$ cat src/rtl/demux3_buf.sv
// -----------------------------------------------------------------------------
// demux3_buf
//   1-to-3 routing distributor with per-destination buffering. A single
//   producer offers a word plus a 2-bit destination select. Each accepted word
//   is pushed into one of three FIFOs, and each FIFO drains through its own
//   valid/ready port. A word with select 2'b11 is accepted and dropped, and it
//   sets a sticky error flag.
//
// Parameters
//   WIDTH  data word width in bits
//   DEPTH  entries per destination FIFO (power of two, >= 2)
//
// Ports
//   clk                 system clock, rising edge
//   rst_n               asynchronous active-low reset
//   in_data/in_sel      word and destination (00->1, 01->2, 10->3, 11->illegal)
//   in_valid/in_ready   producer handshake; in_ready is combinational
//   outN_data           head of FIFO N (0 when empty after reset)
//   outN_valid          FIFO N non-empty
//   outN_ready          consumer N takes the head this cycle
//   sel_err             sticky: an illegal-select word was accepted
// -----------------------------------------------------------------------------
module demux3_buf #(
  parameter int WIDTH = 16,
  parameter int DEPTH = 2
) (
  input  logic             clk,
  input  logic             rst_n,
  input  logic [WIDTH-1:0] in_data,
  input  logic [1:0]       in_sel,
  input  logic             in_valid,
  output logic             in_ready,
  output logic [WIDTH-1:0] out1_data,
  output logic             out1_valid,
  input  logic             out1_ready,
  output logic [WIDTH-1:0] out2_data,
  output logic             out2_valid,
  input  logic             out2_ready,
  output logic [WIDTH-1:0] out3_data,
  output logic             out3_valid,
  input  logic             out3_ready,
  output logic             sel_err
);

  localparam int AW = $clog2(DEPTH);
  localparam int CW = AW + 1;
  localparam logic [CW-1:0] FULL = CW'(DEPTH);

  logic [CW-1:0]    cnt    [3];
  logic [AW-1:0]    wr_ptr [3];
  logic [AW-1:0]    rd_ptr [3];
  logic [WIDTH-1:0] mem    [3][DEPTH];
  logic [WIDTH-1:0] head   [3];

  logic [2:0] push;
  logic [2:0] pop;
  logic [2:0] out_valid;
  logic [2:0] out_ready;

  assign out_ready = {out3_ready, out2_ready, out1_ready};

  // Readiness depends only on the targeted FIFO's occupancy; a pop on the
  // same edge does not open a slot early, so a full FIFO always stalls.
  always_comb begin
    // NOTE: every always_comb output gets a default first so no path leaves
    // it unassigned, which would otherwise infer a latch.
    in_ready = 1'b1;
    case (in_sel)
      2'b00:   in_ready = (cnt[0] < FULL);
      2'b01:   in_ready = (cnt[1] < FULL);
      2'b10:   in_ready = (cnt[2] < FULL);
      default: in_ready = 1'b1;
    endcase
  end

  always_comb begin
    push = '0;
    if (in_valid && in_ready && (in_sel != 2'b11)) begin
      push[in_sel] = 1'b1;
    end
  end

  for (genvar g = 0; g < 3; g++) begin : g_fifo
    assign out_valid[g] = (cnt[g] != '0);
    assign pop[g]       = out_valid[g] & out_ready[g];
    assign head[g]      = mem[g][rd_ptr[g]];

    // NOTE: sequential state uses non-blocking assignments so every register
    // samples pre-edge values regardless of statement order.
    always_ff @(posedge clk or negedge rst_n) begin
      if (!rst_n) begin
        cnt[g]    <= '0;
        wr_ptr[g] <= '0;
        rd_ptr[g] <= '0;
        // NOTE: the storage array is reset deliberately so outN_data is a
        // defined 0 after reset rather than X; this costs reset fan-out on
        // every storage bit, acceptable at this small depth.
        for (int i = 0; i < DEPTH; i++) begin
          mem[g][i] <= '0;
        end
      end else begin
        if (push[g]) begin
          mem[g][wr_ptr[g]] <= in_data;
          wr_ptr[g]         <= wr_ptr[g] + 1'b1;
        end
        if (pop[g]) begin
          rd_ptr[g] <= rd_ptr[g] + 1'b1;
        end
        // Simultaneous push and pop leaves the count unchanged.
        case ({push[g], pop[g]})
          2'b10:   cnt[g] <= cnt[g] + 1'b1;
          2'b01:   cnt[g] <= cnt[g] - 1'b1;
          default: cnt[g] <= cnt[g];
        endcase
      end
    end
  end

  always_ff @(posedge clk or negedge rst_n) begin
    if (!rst_n) begin
      sel_err <= 1'b0;
    end else if (in_valid && in_ready && (in_sel == 2'b11)) begin
      sel_err <= 1'b1;
    end
  end

  assign out1_data  = head[0];
  assign out2_data  = head[1];
  assign out3_data  = head[2];
  assign out1_valid = out_valid[0];
  assign out2_valid = out_valid[1];
  assign out3_valid = out_valid[2];

endmodule

$ cat config.mk
export PLATFORM = sky130hd
export DESIGN_NAME = demux3_buf
export DESIGN_NICKNAME = d
export VERILOG_FILES = /design/src/rtl/demux3_buf.sv
export SDC_FILE = /design/constraint.sdc
export NUM_CORES = 1
export LEC_CHECK = 0
export ABC_AREA = 1
export BUFFER_PORTS_ARGS = -buffer_cell sky130_fd_sc_hd__buf_2
export CAP_MARGIN = 20
export CORE_ASPECT_RATIO = 1.1
export CORE_MARGIN = 5
export CORE_UTILIZATION = 36
export CTS_BUF_LIST = sky130_fd_sc_hd__clkbuf_16
export DETAILED_ROUTE_END_ITERATION = 8
export GPL_ROUTABILITY_DRIVEN = 0
export PLACE_DENSITY = 0.62
export SLEW_MARGIN = 10
export SYNTH_ARGS = -nofsm -noshare
export SYNTH_HDL_FRONTEND = slang
export SYNTH_SLANG_ARGS = --single-unit
$ cat constraint.sdc
create_clock -name clk -period 3.5 [get_ports clk]
set_clock_uncertainty 0.15 [all_clocks]
set_input_delay 0.35 -clock clk [delete_from_list [all_inputs] [get_ports clk]]
set_output_delay 0.35 -clock clk [all_outputs]
set_load 0.01 [all_outputs]
==> impl_metrics.json, run 1 <==
{
  "status": "finished clean",
  "p_int_mw": 3.072,
  "start_kind": "flip-flop",
  "hold_violations": 0,
  "grt_overflow": 0,
  "fin_setup_tns_ns": 0,
  "nets": 736,
  "place_inst": 889,
  "arrival_ns": 1.87,
  "clock_sinks": 109,
  "area_delta_synth_final_pct": 15.50,
  "ys_seq_elements": 109,
  "min_delay_path_depth": 2,
  "synth.area.top_cells": "dfrtp_1, nand2_1, nand4_1, clkbuf_1, buf_2",
  "critPathMaxFanout": 17,
  "syn_area_um2": 5191,
  "rr_worst_depth": 11,
  "cts_tree": "built",
  "grt_pass1_vias": 4560,
  "switching_share_pct": 41.70,
  "drt_iter0_drc": 463,
  "htreeDepth": 3,
  "rows": 46,
  "stdcell_count": 906,
  "clk_pin_slew_worst_paths_ns": 0.07,
  "post-route-period-util_pct": 67.60,
  "rsz0062_at_grt": "false",
  "max-vdd-ir-drop_mv": 0.3603,
  "die_w_um": 124.5,
  "post_drt_wl_per_cell_um": 16.62,
  "drive_above_1_share_pct": 15.83,
  "postRouteAntennaNets": 0,
  "cp_slowest_cell": "clkinv_1",
  "clkLatencyLatePin_ns": 0.34,
  "slew_violations": 0,
  "switchingPower_mw": 2.197,
  "diodes": 0,
  "drc": 0,
  "setup_viol_count_final": 0,
  "cp.required_ns": 3.00,
  "hp-class": "in -> reg",
  "critPathKind": "reg -> out",
  "core_um2": 14270,
  "vias": 4690,
  "clock_power_share_pct": 17.6,
  "initial_core_util_pct": 36.37,
  "grtUsageTotal_pct": 17.75,
  "synth.top_cell.area_share_pct": 52.54,
  "ctsResizeCount": 0,
  "synth_nets": 680,
  "grt_max_degree": 65,
  "yosys.area.top_type": "dfrtp_1",
  "p_seq_share_pct": 42.1,
  "dp_hpwl_um": 9814,
  "ios": 77,
  "period_needed_ns": 2.366,
  "drt_wl_total_um": 15060,
  "dieHeight_um": 135.9,
  "drv_cap": 0,
  "slew_headroom_pct": 44.80,
  "ys_seq_area_share_pct": 52.54,
  "p_leak_nw": 3.333,
  "grt_pass1_wl_um": 23970,
  "syn-instance-count": 653,
  "clock_path_buffers": 2,
  "syn_avg_cell_area_um2": 7.950,
  "fillers": 1509,
  "cts_setup_buffers": 0,
  "viasPerCell": 5.177,
  "first_pass_iters": 5,
  "ys.warnings.count": 0,
  "numCtsBuffers": 9,
  "p_per_area_nw_per_um2": 878.8,
  "endpoint_kind": "output port",
  "crit_top_cell": "nand2_1",
  "tightestPinTransition_ns": 0.8255,
  "cts_root_buffer": "clkbuf_16",
  "worstPathCellList": "buf_4 -> clkinv_1 -> nand2_1 -> nand2_1 -> buf_2",
  "crit_path_max_incr_delay_ns": 0.51,
  "holdBufCountCts": 1,
  "fp.dieArea_um2": 16920,
  "yosysUniqueCellTypes": 21,
  "hold_slack_ns": 0.1149,
  "portBuffers": 76,
  "fmax_ghz": 0.4226,
  "antenna_found_initial": 0,
  "comb_power_share_pct": 40.4
}
## metal layers
metal	track usage (%)	wire length (um)	vias to the layer above
met3	2.790	772	25
met4	7.491	454	0
met2	28.31	7114	160
li1	-	-	2253
met5	0	0	-
met1	24.21	6718	2252
## stage by stage
| step | power, mW | util (%) | area, um2 | worst slack, ns |
|---|---|---|---|---|
| floorplan | 3.511 | - | 5191 | 1.332 |
| global placement | 4.317 | 40.11 | 5725 | 1.125 |
| detailed placement | 4.373 | 40.11 | 5725 | 1.049 |
| CTS | 5.308 | 42.01 | 5996 | 1.148 |
| global route | 5.681 | 42.01 | 5996 | 0.9835 |
| finish | 5.269 | 42.01 | 5996 | 1.134 |
## Yosys cell counts
master    count
a21oi_1       4
a31o_2        1
buf_2        14
buf_4         3
clkbuf_1     27
clkinv_1      7
dfrtp_1     109
ha_1          3
inv_1         8
nand2_1     352
nand3_1       1
nand3_2       1
nand4_1      99
nand4_2       3
nor2_1        2
nor2_2        1
nor2_4        2
o21ai_0       4
or2_2         3
xnor2_1       3
xor2_1        6
## cells by family (layout without fill, tap and decap cells)
kind of cell    count (synthesis)  after routing  share of synthesized area (%)
fa+ha+maj                       3              3                         0.7231
simple gates                  464            464                          39.46
compound gates                  9              9                         0.9400
flops                         109            109                          52.54
xor+xnor                        9              9                          1.519
buf+inv                        59            120                          4.821
## area by class of cell
type	count	area (um2)	area share, %
flip-flops and latches	109	2728	45.49
inverters	15	56.30	0.9391
repair buffers	89	495.5	8.264
multi-input cells	485	2216	36.96
clock buffers	9	225.2	3.756
clock inverters	7	35.03	0.5843
well taps	192	240.2	4.007
## placed cells by master (no fill, tap or decap)
master	count
nand2_1	352
or2_2	3
nand4_2	3
xnor2_1	3
nor2_1	1
nand3_1	1
ha_1	3
nand3_2	1
buf_12	1
clkbuf_16	9
clkinv_1	8
a21oi_1	4
xor2_1	6
o21ai_0	4
nand4_1	99
inv_1	10
nor2_2	2
buf_4	12
a31o_2	1
dfrtp_1	109
clkinv_2	3
nor2_4	2
dlygate4sd3_1	1
buf_2	75
clkinv_4	1
## final timing paths
check	from	end	slack [ns]
min in group asynchronous	rst_n	mem[52]	0.46
min reg2reg	sel_err	sel_err	0.32
min	in_valid	sel_err	0.11
max reg2reg	cnt[5]	cnt[5]	1.20
max	rd_ptr[2]	out1_data[4]	1.13
max in group asynchronous	rst_n	cnt[3]	1.95
## power by group through the flow
stage / registers [mW] / logic (mW) / clock network, mW
2_1_floorplan: 2.06 / 1.45 / 0
3_3_place_gp: 2.21 / 2.10 / 0
3_5_place_dp: 2.23 / 2.15 / 0
4_1_cts: 2.21 / 2.15 / 0.944
5_1_grt: 2.30 / 2.40 / 0.989
6_report: 2.22 / 2.13 / 0.926
## worst max-delay path: cells and delay by family, from the launching register on
kind / cells / cell delay, ns
simple gates: 2 / 0.31
buf+inv: 3 / 0.89
flops: 1 / 0.32
## registers in the layout, summed over array words and instances, names as in the netlist
name     cells
cnt          6
mem         96
rd_ptr       3
sel_err      1
wr_ptr       3
No activity file was read; power rests on OpenSTA's default activity.
==> run 2, diff against run 1 <==
==> constraint.sdc (replaced) <==
create_clock -name clk -period 2.3 [get_ports clk]
set_clock_uncertainty 0.15 [all_clocks]
set_input_delay 0.23 -clock clk [delete_from_list [all_inputs] [get_ports clk]]
set_output_delay 0.23 -clock clk [all_outputs]
set_load 0.01 [all_outputs]
==> impl_metrics.json, run 2 (synthesis gave the netlist of run 1 again) <==
{
  "fin_ws_ns": 0.2889,
  "final_core_util_pct": 42.59,
  "dpl-instance-area_um2": 5771,
  "tightestPinTransition_ns": 0.7463,
  "fmax_ghz": 0.4972,
  "top_register": "mem",
  "top_regs": "mem (96), cnt (6)",
  "clock_sinks": 109,
  "postRouteAntennaNets": 0,
  "fillers": 1488,
  "clock_path_buffers": 2,
  "grt_overflow": 0,
  "slew_headroom_pct": 50.10,
  "cp_slowest_cell": "clkinv_1",
  "rsz0062_at_grt": "false",
  "p_per_area_nw_per_um2": 1351,
  "clkLatencyLatePin_ns": 0.34,
  "fp.dieArea_um2": 16920,
  "portBuffers": 76,
  "critPathMaxFanout": 17,
  "setup_viol_count_final": 0,
  "critPathKind": "reg -> out",
  "dp_hpwl_um": 10100,
  "diodes": 0,
  "numCtsBuffers": 9,
  "crit_top_cell": "nand2_1",
  "busiest_layer": "met2",
  "fin_setup_tns_ns": 0,
  "drc": 0,
  "worstPathCellList": "clkinv_1 -> nand2_1 -> nand2_1 -> buf_2",
  "p_leak_nw": 3.366,
  "crit_path_max_incr_delay_ns": 0.45,
  "hold_slack_ns": 0.02746,
  "first_pass_iters": 5,
  "start_kind": "flip-flop",
  "clk_pin_slew_worst_paths_ns": 0.07,
  "drt_wl_total_um": 15250,
  "drive_above_1_share_pct": 16.67,
  "nets": 743,
  "largest_register_ffs": 96,
  "grt_util_met3_pct": 2.318,
  "fin_area_um2": 6080,
  "die_w_um": 124.5,
  "grtUsageTotal_pct": 17.95,
  "endpoint_kind": "output port",
  "max-vdd-ir-drop_mv": 0.5737,
  "antenna_found_initial": 0,
  "area_delta_synth_final_pct": 17.11,
  "grt_max_degree": 65,
  "hold_violations": 0,
  "post_drt_wl_per_cell_um": 16.72,
  "use_met1_pct": 25.20,
  "drt_iter0_drc": 290,
  "grt_pass1_vias": 4515,
  "ctsResizeCount": 0,
  "hp-class": "in -> reg",
  "r2r_start": "cnt[3]",
  "htreeDepth": 3,
  "hold_start": "out2_ready",
  "cts_root_buffer": "clkbuf_16",
  "ff_latch_area_um2": 2728,
  "power_mw": 8.216,
  "ios": 77,
  "grtUsageMet2_pct": 28.43,
  "rows": 46,
  "post-route-period-util_pct": 87.44,
  "drv_cap": 0,
  "layout_common_cells": "nand2_1, dfrtp_1, nand4_1",
  "layout_commonest_cell": "nand2_1",
  "multi_input_area_um2": 2216,
  "place_inst": 895,
  "vias": 4706,
  "slew_violations": 0,
  "crit_start": "rd_ptr[1]",
  "viasPerCell": 5.160,
  "cp.required_ns": 1.92,
  "initial_core_util_pct": 36.37,
  "dieHeight_um": 135.9,
  "stdcell_count": 912,
  "grt_pass1_wl_um": 24440,
  "arrival_ns": 1.63,
  "dpl_worst_slack_ns": 0.3028,
  "cts_tree": "built",
  "core_um2": 14270,
  "period_needed_ns": 2.011,
  "status": "finished clean"
}
-- run 2: cell types whose count changed in the layout (fill, tap and decap cells not counted), sizes merged --
cell / change
buf: +6
bufinv: +1
clkinv: -2
clkinvlp: +1
dlygate4sd3: +1
inv: -1
-- run 2: metal layers --
layer	up-vias	routed length (um)
met5	-	0
met4	0	480
met3	23	761
met2	139	7132
met1	2278	6871
li1	2266	-
-- run 2: power breakdown --
group | internal (mW) | switching [mW] | leakage [nW]
registers | 2.78 | 0.498 | 1.38
logic | 1.21 | 2.20 | 1.85
clock network | 0.839 | 0.693 | 0.139
-- run 2: area by class of cell --
class	instances	area share, %
Sequential cell	109	44.87
Timing Repair Buffer	96	9.055
Clock inverter	6	1.050
Tap cell	192	3.951
Inverter	15	0.9261
Multi-Input combinational cell	485	36.45
Clock buffer	9	3.704
-- run 2: worst paths after layout --
| kind | end | cells past startpoint | slack (ns) |
|---|---|---|---|
| max | out2_data[9] | 4 | 0.29 |
| min | rd_ptr[1] | 3 | 0.03 |
| max reg2reg | mem[45] | 6 | 0.34 |
| min reg2reg | sel_err | 1 | 0.32 |
| max in group asynchronous | mem[29] | 3 | 0.98 |
| min in group asynchronous | mem[51] | 2 | 0.23 |
-- run 2: critical path, delay by kind of cell (launching register included) --
| kind | cells | cell delay [ns] |
|---|---|---|
| flip-flops | 1 | 0.35 |
| buffers and inverters | 2 | 0.61 |
| AND/OR/NAND/NOR | 2 | 0.32 |
-- run 2: timing repair --
action	CTS	global route
hold buffers	2	0
hold endpoints to repair	32	0
setup buffers	0	0
==> run 3, diff against run 2 <==
--- a/config.mk
+++ b/config.mk
@@ -6,7 +6,7 @@
 export NUM_CORES = 1
 export LEC_CHECK = 0
 export ABC_AREA = 1
-export BUFFER_PORTS_ARGS = -buffer_cell sky130_fd_sc_hd__buf_2
+export BUFFER_PORTS_ARGS = -buffer_cell sky130_fd_sc_hd__buf_4
 export CAP_MARGIN = 20
 export CORE_ASPECT_RATIO = 1.1
 export CORE_MARGIN = 5
==> constraint.sdc (replaced) <==
create_clock -name clk -period 2.3 [get_ports clk]
set_clock_uncertainty 0.15 [all_clocks]
set_input_delay 0.23 -clock clk [delete_from_list [all_inputs] [get_ports clk]]
set_output_delay 0.23 -clock clk [all_outputs]
set_load 0.005 [all_outputs]
==> impl_metrics.json, run 3 (synthesis gave the netlist of run 1 again) <==
{
  "dieHeight_um": 135.9,
  "start_kind": "flip-flop",
  "diodes": 0,
  "post-route-period-util_pct": 87.57,
  "drive_above_1_share_pct": 16.53,
  "dp_hpwl_um": 10070,
  "drc": 0,
  "initial_core_util_pct": 36.37,
  "slew_headroom_pct": 54.02,
  "hold_slack_ns": 0.02586,
  "max-vdd-ir-drop_mv": 0.5707,
  "grtUsageTotal_pct": 18.14,
  "cts_tree": "built",
  "clock_path_buffers": 2,
  "clock_power_share_pct": 17.2,
  "grt_pass1_wl_um": 24530,
  "layout_common_cells": "nand2_1, dfrtp_1, nand4_1",
  "hold_start": "in_sel[1]",
  "hp-class": "in -> reg",
  "grt_max_degree": 57,
  "switchingPower_mw": 3.159,
  "rr_worst_depth": 4,
  "area_delta_synth_final_pct": 20.22,
  "fillers": 1478,
  "comb_power_share_pct": 42.8,
  "die_w_um": 124.5,
  "portBuffers": 76,
  "cts_root_buffer": "clkbuf_16",
  "endpoint_kind": "output port",
  "power_mw": 8.154,
  "cp.required_ns": 1.92,
  "clkLatencyLatePin_ns": 0.35,
  "r2r_start": "wr_ptr[1]",
  "numCtsBuffers": 9,
  "p_seq_share_pct": 40.0,
  "vias": 4713,
  "p_leak_nw": 3.404,
  "first_pass_iters": 5,
  "htreeDepth": 3,
  "viasPerCell": 5.168,
  "fin_setup_tns_ns": 0,
  "antenna_found_initial": 0,
  "tightestPinTransition_ns": 0.6897,
  "rows": 46,
  "period_needed_ns": 2.014,
  "grt_pass1_vias": 4636,
  "hold_violations": 0,
  "p_per_area_nw_per_um2": 1307,
  "min_delay_path_depth": 2,
  "ctsResizeCount": 0,
  "p_int_mw": 4.995,
  "largest_register_ffs": 96,
  "ios": 77,
  "path_buf_inv": 2,
  "top_regs": "mem (96), cnt (6)",
  "fp.dieArea_um2": 16920,
  "layout_commonest_cell": "nand2_1",
  "clk_pin_slew_worst_paths_ns": 0.07,
  "rrSetupSlack_ns": 0.39,
  "setup_viol_count_final": 0,
  "switching_share_pct": 38.74,
  "critPathTopFamily": "buffers and inverters",
  "top_register": "mem",
  "worstPathCellList": "clkinv_1 -> nand2_1 -> nand2_1 -> buf_4",
  "cp_slowest_cell": "clkinv_1",
  "rsz0062_at_grt": "false",
  "hold_end": "sel_err",
  "post_drt_wl_per_cell_um": 16.66,
  "slew_violations": 0,
  "status": "finished clean",
  "arrival_ns": 1.63,
  "critPathKind": "reg -> out",
  "crit_path_max_incr_delay_ns": 0.47,
  "postRouteAntennaNets": 0,
  "nets": 744,
  "drt_iter0_drc": 478,
  "clock_sinks": 109,
  "grt_overflow": 0,
  "crit_top_cell": "nand2_1",
  "grtUsageMet2_pct": 29.87,
  "final_core_util_pct": 43.72,
  "use_met1_pct": 23.98,
  "rr_endpoint": "mem[54]",
  "drt_wl_total_um": 15190,
  "busiest_layer": "met2",
  "critPathMaxFanout": 17,
  "drv_cap": 0,
  "grt_util_met3_pct": 2.593,
  "core_um2": 14270,
  "fmax_ghz": 0.4965
}
-- run 3: final cells by class --
class	instances	area, um2	area share [%]
well taps	192	240.2	3.849
flip-flops and latches	109	2728	43.70
inverters	15	56.30	0.9022
clock buffers	9	225.2	3.609
repair buffers	97	745.7	11.95
multi-input cells	485	2216	35.51
clock inverters	5	30.03	0.4812
-- run 3: routing by layer --
metal  vias up  share of wire (%)
met2       131                 48
met1      2284                 45
met3        23                4.5
met4         0                2.3
li1       2275                  -
met5         -                  0
-- run 3: what timing repair did --
action	4_1_cts	5_1_grt
endpoints found under the hold margin	48	0
setup endpoints to repair	0	0
hold buffers	2	0
buffers inserted	0	0
-- run 3: power by group through the flow --
stage	Combinational, mW	Clock (mW)	Sequential [mW]
6_report	3.49	1.40	3.26
5_1_grt	3.94	1.50	3.37
3_5_place_dp	3.53	0	3.28
2_1_floorplan	1.98	0	3.14
4_1_cts	3.55	1.43	3.25
3_3_place_gp	3.48	0	3.25
-- run 3: worst register-to-register path, stage by stage, from the launching register on --
cell	delay, ns
dfrtp_1	0.35
clkinv_1	0.50
nand4_2	0.64
nand2_1	0.12
nand2_1	0.09
-- run 3: per-stage QoR --
| stage | setup slack (ns) | area, um2 | std cells |
|---|---|---|---|
| 6_report | 0.2859 | 6241 | 912 |
| 5_1_grt | 0.1513 | 6241 | 912 |
| 4_1_cts | 0.2628 | 6241 | 912 |
| 3_5_place_dp | 0.3579 | 5966 | 896 |
| 3_3_place_gp | 0.3888 | 5966 | 896 |
| 2_1_floorplan | 0.2521 | 5191 | 653 |
-- run 3: worst max-delay path by stage --
stage	from	to	cells after the start
after floorplan	in_sel[0]	cnt[5]	12
after global placement	in_sel[1]	cnt[5]	11
after detailed placement	in_sel[1]	cnt[1]	11
after CTS	rd_ptr[0]	out3_data[0]	4
after global routing	rd_ptr[0]	out3_data[1]	4
final	rd_ptr[0]	out3_data[1]	4
